[src/rtl/subtractor_nbit_seq.sv]
// Multi-cycle WIDTH-bit subtractor: Diff = A - B - Bin, CHUNK bits per clock through
// a ripple of adder_1bit cells (B inverted, carry-in = ~borrow), borrow registered between chunks.

module adder_1bit #(
   parameter int IMPL_TYPE = 0
) (
   input  logic a,
   input  logic b,
   input  logic cin,
   output logic s,
   output logic cout
);
   generate
      if (IMPL_TYPE == 0) begin : g_gate
         assign s    = a ^ b ^ cin;
         assign cout = (a & b) | (cin & (a ^ b));
      end else begin : g_arith
         assign {cout, s} = 2'(a) + 2'(b) + 2'(cin);
      end
   endgenerate
endmodule

// state | meaning
// IDLE  | in_ready high, waiting for in_valid; Diff holds the last result
// BUSY  | one CHUNK slice per edge, borrow carried in borrow_reg
// DONE  | out_valid high, result and flags held until out_ready
module subtractor_nbit_seq #(
   parameter int WIDTH     = 32,
   parameter int CHUNK     = 8,
   parameter int IMPL_TYPE = 0
) (
   input  logic             clk,
   input  logic             rst_n,
   input  logic             in_valid,
   output logic             in_ready,
   input  logic [WIDTH-1:0] A,
   input  logic [WIDTH-1:0] B,
   input  logic             Bin,
   output logic             out_valid,
   input  logic             out_ready,
   output logic [WIDTH-1:0] Diff,
   output logic             Bout,
   output logic             Zero,
   output logic             Ovf
);
   localparam int NCHUNK = WIDTH / CHUNK;
   localparam int IW     = (NCHUNK > 1) ? $clog2(NCHUNK) : 1;
   localparam logic [IW-1:0] LAST_IDX = IW'(NCHUNK - 1);

   typedef enum logic [1:0] {S_IDLE, S_BUSY, S_DONE} state_t;

   state_t           state;
   logic [WIDTH-1:0] a_reg;
   logic [WIDTH-1:0] b_reg;
   logic             borrow_reg;
   logic [IW-1:0]    idx;

   logic [CHUNK-1:0] a_slice;
   logic [CHUNK-1:0] b_slice;
   logic [CHUNK-1:0] sum_slice;
   logic [CHUNK:0]   carry;
   logic [WIDTH-1:0] diff_full;

   // diff_full is the Diff register with the current slice merged in, so the
   // flags on the last edge see the complete result rather than a stale slice.
   always_comb begin
      a_slice   = a_reg[int'(idx)*CHUNK +: CHUNK];
      b_slice   = b_reg[int'(idx)*CHUNK +: CHUNK];
      diff_full = Diff;
      diff_full[int'(idx)*CHUNK +: CHUNK] = sum_slice;
   end

   assign carry[0] = ~borrow_reg;

   generate
      for (genvar i = 0; i < CHUNK; i++) begin : g_chain
         adder_1bit #(.IMPL_TYPE(IMPL_TYPE)) u_fa (
            .a    (a_slice[i]),
            .b    (~b_slice[i]),
            .cin  (carry[i]),
            .s    (sum_slice[i]),
            .cout (carry[i+1])
         );
      end
   endgenerate

   always_ff @(posedge clk) begin
      if (!rst_n) begin
         state      <= S_IDLE;
         idx        <= '0;
         borrow_reg <= 1'b0;
         a_reg      <= '0;
         b_reg      <= '0;
         Diff       <= '0;
         Bout       <= 1'b0;
         Zero       <= 1'b0;
         Ovf        <= 1'b0;
         out_valid  <= 1'b0;
         in_ready   <= 1'b1;
      end else begin
         case (state)
            S_IDLE: begin
               if (in_valid) begin
                  a_reg      <= A;
                  b_reg      <= B;
                  borrow_reg <= Bin;
                  idx        <= '0;
                  in_ready   <= 1'b0;
                  state      <= S_BUSY;
               end
            end
            S_BUSY: begin
               Diff       <= diff_full;
               borrow_reg <= ~carry[CHUNK];
               idx        <= idx + IW'(1);
               if (idx == LAST_IDX) begin
                  Bout      <= ~carry[CHUNK];
                  Zero      <= (diff_full == '0);
                  Ovf       <= (a_reg[WIDTH-1] ^ b_reg[WIDTH-1]) &
                               (a_reg[WIDTH-1] ^ diff_full[WIDTH-1]);
                  out_valid <= 1'b1;
                  state     <= S_DONE;
               end
            end
            S_DONE: begin
               if (out_ready) begin
                  out_valid <= 1'b0;
                  in_ready  <= 1'b1;
                  state     <= S_IDLE;
               end
            end
            default: state <= S_IDLE;
         endcase
      end
   end
endmodule

[config.mk]
export PLATFORM = sky130hd
export DESIGN_NAME = subtractor_nbit_seq
export DESIGN_NICKNAME = d
export VERILOG_FILES = /design/src/rtl/subtractor_nbit_seq.sv
export SDC_FILE = /design/constraint.sdc
export NUM_CORES = 1
export LEC_CHECK = 0
export BUFFER_PORTS_ARGS = -buffer_cell sky130_fd_sc_hd__buf_2
export CAP_MARGIN = 20
export CORE_MARGIN = 3
export CORE_UTILIZATION = 60
export CTS_BUF_LIST = sky130_fd_sc_hd__clkbuf_4 sky130_fd_sc_hd__clkbuf_8
export DETAILED_ROUTE_END_ITERATION = 7
export GPL_TIMING_DRIVEN = 0
export PLACE_DENSITY = 0.87
export SLEW_MARGIN = 25
export SYNTH_ARGS = -nofsm -noshare
export SYNTH_HDL_FRONTEND = slang
export SYNTH_SLANG_ARGS = --single-unit
[constraint.sdc]
create_clock -name clk -period 10.35 [get_ports clk]
set_clock_uncertainty 0.15 [all_clocks]
set_input_delay 0.5175 -clock clk [delete_from_list [all_inputs] [get_ports clk]]
set_output_delay 0.5175 -clock clk [all_outputs]
set_load 0.02 [all_outputs]
==> results.cfg <==
[final_layout]
nFillCells = 593
multi_input_area_um2 = 2571
antenna_cells = 0
area_growth_pct = 17.05
instances_no_fill = 768
final_nets = 744
seq_area_um2 = 2122
layout-drive-gt1-share = 0.2432
postLayoutCellArea_um2 = 5788

[grt]
grt_max_degree = 17
track_usage = 0.2827
grt_pass1_wl_um = 21620
grt.met3_usage = 0.04398
grtUsageMet1 = 0.3478
busiest_layer = met2
use_met2 = 0.4862
grt_pass1_vias = 4560
antenna_found_initial = 0
overflow = 0

[critical_path]
path_depth = 17
path_class = reg2reg
crit_start = idx[1]
worstRegToRegCells = 17
endpoint = Zero
critPathRequiredTime_ns = 10.48
cp_slowest_stage_delay_ns = 0.60
critPathBufInv = 4
arrival_ns = 6.24
r2r_end = Zero
crit_chain = buf_2, buf_1, mux4_2, fa_1, fa_1, fa_1, fa_1, fa_1, inv_1, fa_1, inv_1, fa_1, fa_1, or2_2, a31oi_1, o2111ai_1, o31ai_1
cp-start-kind = flop
cp_top_family = adder cells
reg2reg_setup_slack_ns = 4.24
cp_common_cell = fa_1
r2r_start = idx[1]
cp-end-kind = flop
crit_slowest_cell = fa_1
critPathMaxFanout = 10

[floorplan]
placementRows = 32
pin_count = 106
core-area_um2 = 7848
die_x_um = 96.78
die_y_um = 96.78
initial_core_util = 0.6301
dieArea_um2 = 9366

[power]
swShare = 0.2993
p_int_uw = 609.7
power_frac_comb = 0.206
p_switching_uw = 260.5
sequentialPowerShare = 0.507
total_leakage_power_uw = 0.002357
max-vdd-ir-drop_mv = 0.09077
power.share.clock = 0.287
p_per_area_nw_per_um2 = 150.3

[sta]
worst_pin_slew_ns = 0.5771
fin_crit_sh = 0.5899
finalSetupViolations = 0
rsz0062_at_grt = no
finalWorstPathRequiredPeriod_ns = 6.105
timing.fmax_mhz = 163.8
maxSlewViolCount = 0
finalHoldViolCount = 0
setup_ws_ns = 4.245
finalSetupTns_ns = 0
relSlewSlack = 0.6153

[route]
wl_um = 13030
ant_nets = 0
vias = 4469
drc = 0
drt-vias-per-instance = 5.819
wl_per_cell_um = 16.97
first_pass_iters = 5
initialDrtViolationCount = 374

[yosys]
synth_cell_types = 45
avgSynthCellArea_um2 = 9.056
ys_seq_area_frac = 0.4291
synthesis.area_um2 = 4945
synth-edff-count = 0
yosys_most_used_dff = dfxtp_1
ys_async_sr_fraction = 0
synth_cells = 546
synth.ff_latch_count = 106
syn-num-nets = 629
ys_warn_count = 0

[clock_tree]
cts_setup_buffers = 0
cts_buffer_depth = 2
clock_latency_ns = 0.37
clock-sinks = 106
cts_buffers = 9
cts_hold_buf = 0
cts_tree = done
cts.repair.resized = 0
cts_root_buf = clkbuf_8
clkTransAtPathRegs_ns = 0.10
htreeDepth = 3

[hold_path]
hold_class = in2reg

[placement]
dpl.cell_count = 752
hpwl_um = 9934
gp_congestion = 0.8805
place_area_um2 = 5593
dp_worst_setup_slack_ns = 4.334
io_buffer_count = 104

[status]
outcome = finished clean

[flow_run]
cap_violations = 0
## logic make-up after synthesis
| group | Yosys count | share of synthesized area |
|---|---|---|
| compound gates | 130 | 0.1918 |
| fa+ha+maj | 14 | 0.04757 |
| buf+inv | 56 | 0.05086 |
| flops | 106 | 0.4292 |
| mux | 16 | 0.07288 |
| simple gates | 224 | 0.2077 |
## cell type report
class,count,area share
clock inverter,3,0.003891
multi-input combinational,384,0.4442
inverter,21,0.01362
tap,102,0.02205
clock buffer,13,0.02983
buffer,35,0.02983
sequential,106,0.3666
timing repair buffer,104,0.08993
## placed cells by master, fill, tap and decap left out, drive strengths merged
cell     instances
nand3            2
a221oi           1
and2             1
nand2          157
o211a            3
nor2b           29
o21ai            8
dfxtp          106
o22ai            2
fa               8
nor2            13
a21boi          72
o21a             2
a22oi           25
a211oi           2
nand2b           1
inv             21
nand4            1
clkinv           3
a31oi            5
a21oi            5
clkbuf          27
mux4            16
a32oi            1
nor3             6
and3             3
ha               6
buf            125
nor3b            1
nor4             4
o31ai            2
o2111ai          1
a222oi           1
or2              1
nand3b           4
nor4b            1
## worst min-delay path by stage
stage | start | to | slack (ns) | cells past startpoint
floorplan | a_reg[16] | a_reg[16] | 0.29 | 2
global placement | b_reg[18] | b_reg[18] | 0.30 | 2
detailed placement | b_reg[25] | b_reg[25] | 0.31 | 2
CTS | A[6] | a_reg[6] | 0.24 | 3
global route | A[3] | a_reg[3] | 0.24 | 3
finish | A[3] | a_reg[3] | 0.23 | 3
## cell usage after synthesis, types with 6 or more instances
| cell type | n | share of area |
|---|---|---|
| a21boi_0 | 72 | 0.11 |
| a22oi_1 | 25 | 0.038 |
| buf_2 | 14 | 0.014 |
| clkbuf_1 | 14 | 0.011 |
| dfxtp_1 | 106 | 0.43 |
| fa_1 | 8 | 0.032 |
| ha_1 | 6 | 0.015 |
| inv_1 | 21 | 0.016 |
| mux4_2 | 16 | 0.073 |
| nand2_1 | 155 | 0.12 |
| nor2_1 | 12 | 0.0091 |
| nor2b_1 | 28 | 0.035 |
| o21ai_0 | 8 | 0.0081 |
## metrics by stage
step	total power [µW]	utilization	hold WS (ns)
3_5_place_dp	624.7	0.7127	0.3052
5_1_grt	901.8	0.7376	0.2397
2_1_floorplan	560.9	-	0.2902
6_report	870.2	0.7376	0.2342
3_3_place_gp	618.6	0.7127	0.2972
4_1_cts	865.4	0.7376	0.2365
## power by group through the flow
stage          clock (µW)  combinational, µW  sequential, µW
3_3_place_gp            0                170             448
6_report              250                180             441
5_1_grt               265                194             443
2_1_floorplan           0                112             449
4_1_cts               249                176             440
3_5_place_dp            0                175             450
## tightest hold or removal path, cell delays in order
cell and delay (ns):
buf_2 0.10, nand2_1 0.04, a21boi_0 0.06
## metal layers
layer | vias up | share of wire
met5 | - | 0
met4 | 0 | 0.036
met3 | 49 | 0.083
met2 | 256 | 0.49
met1 | 2075 | 0.39
li1 | 2089 | -
Power figures use the tool's default switching activity.
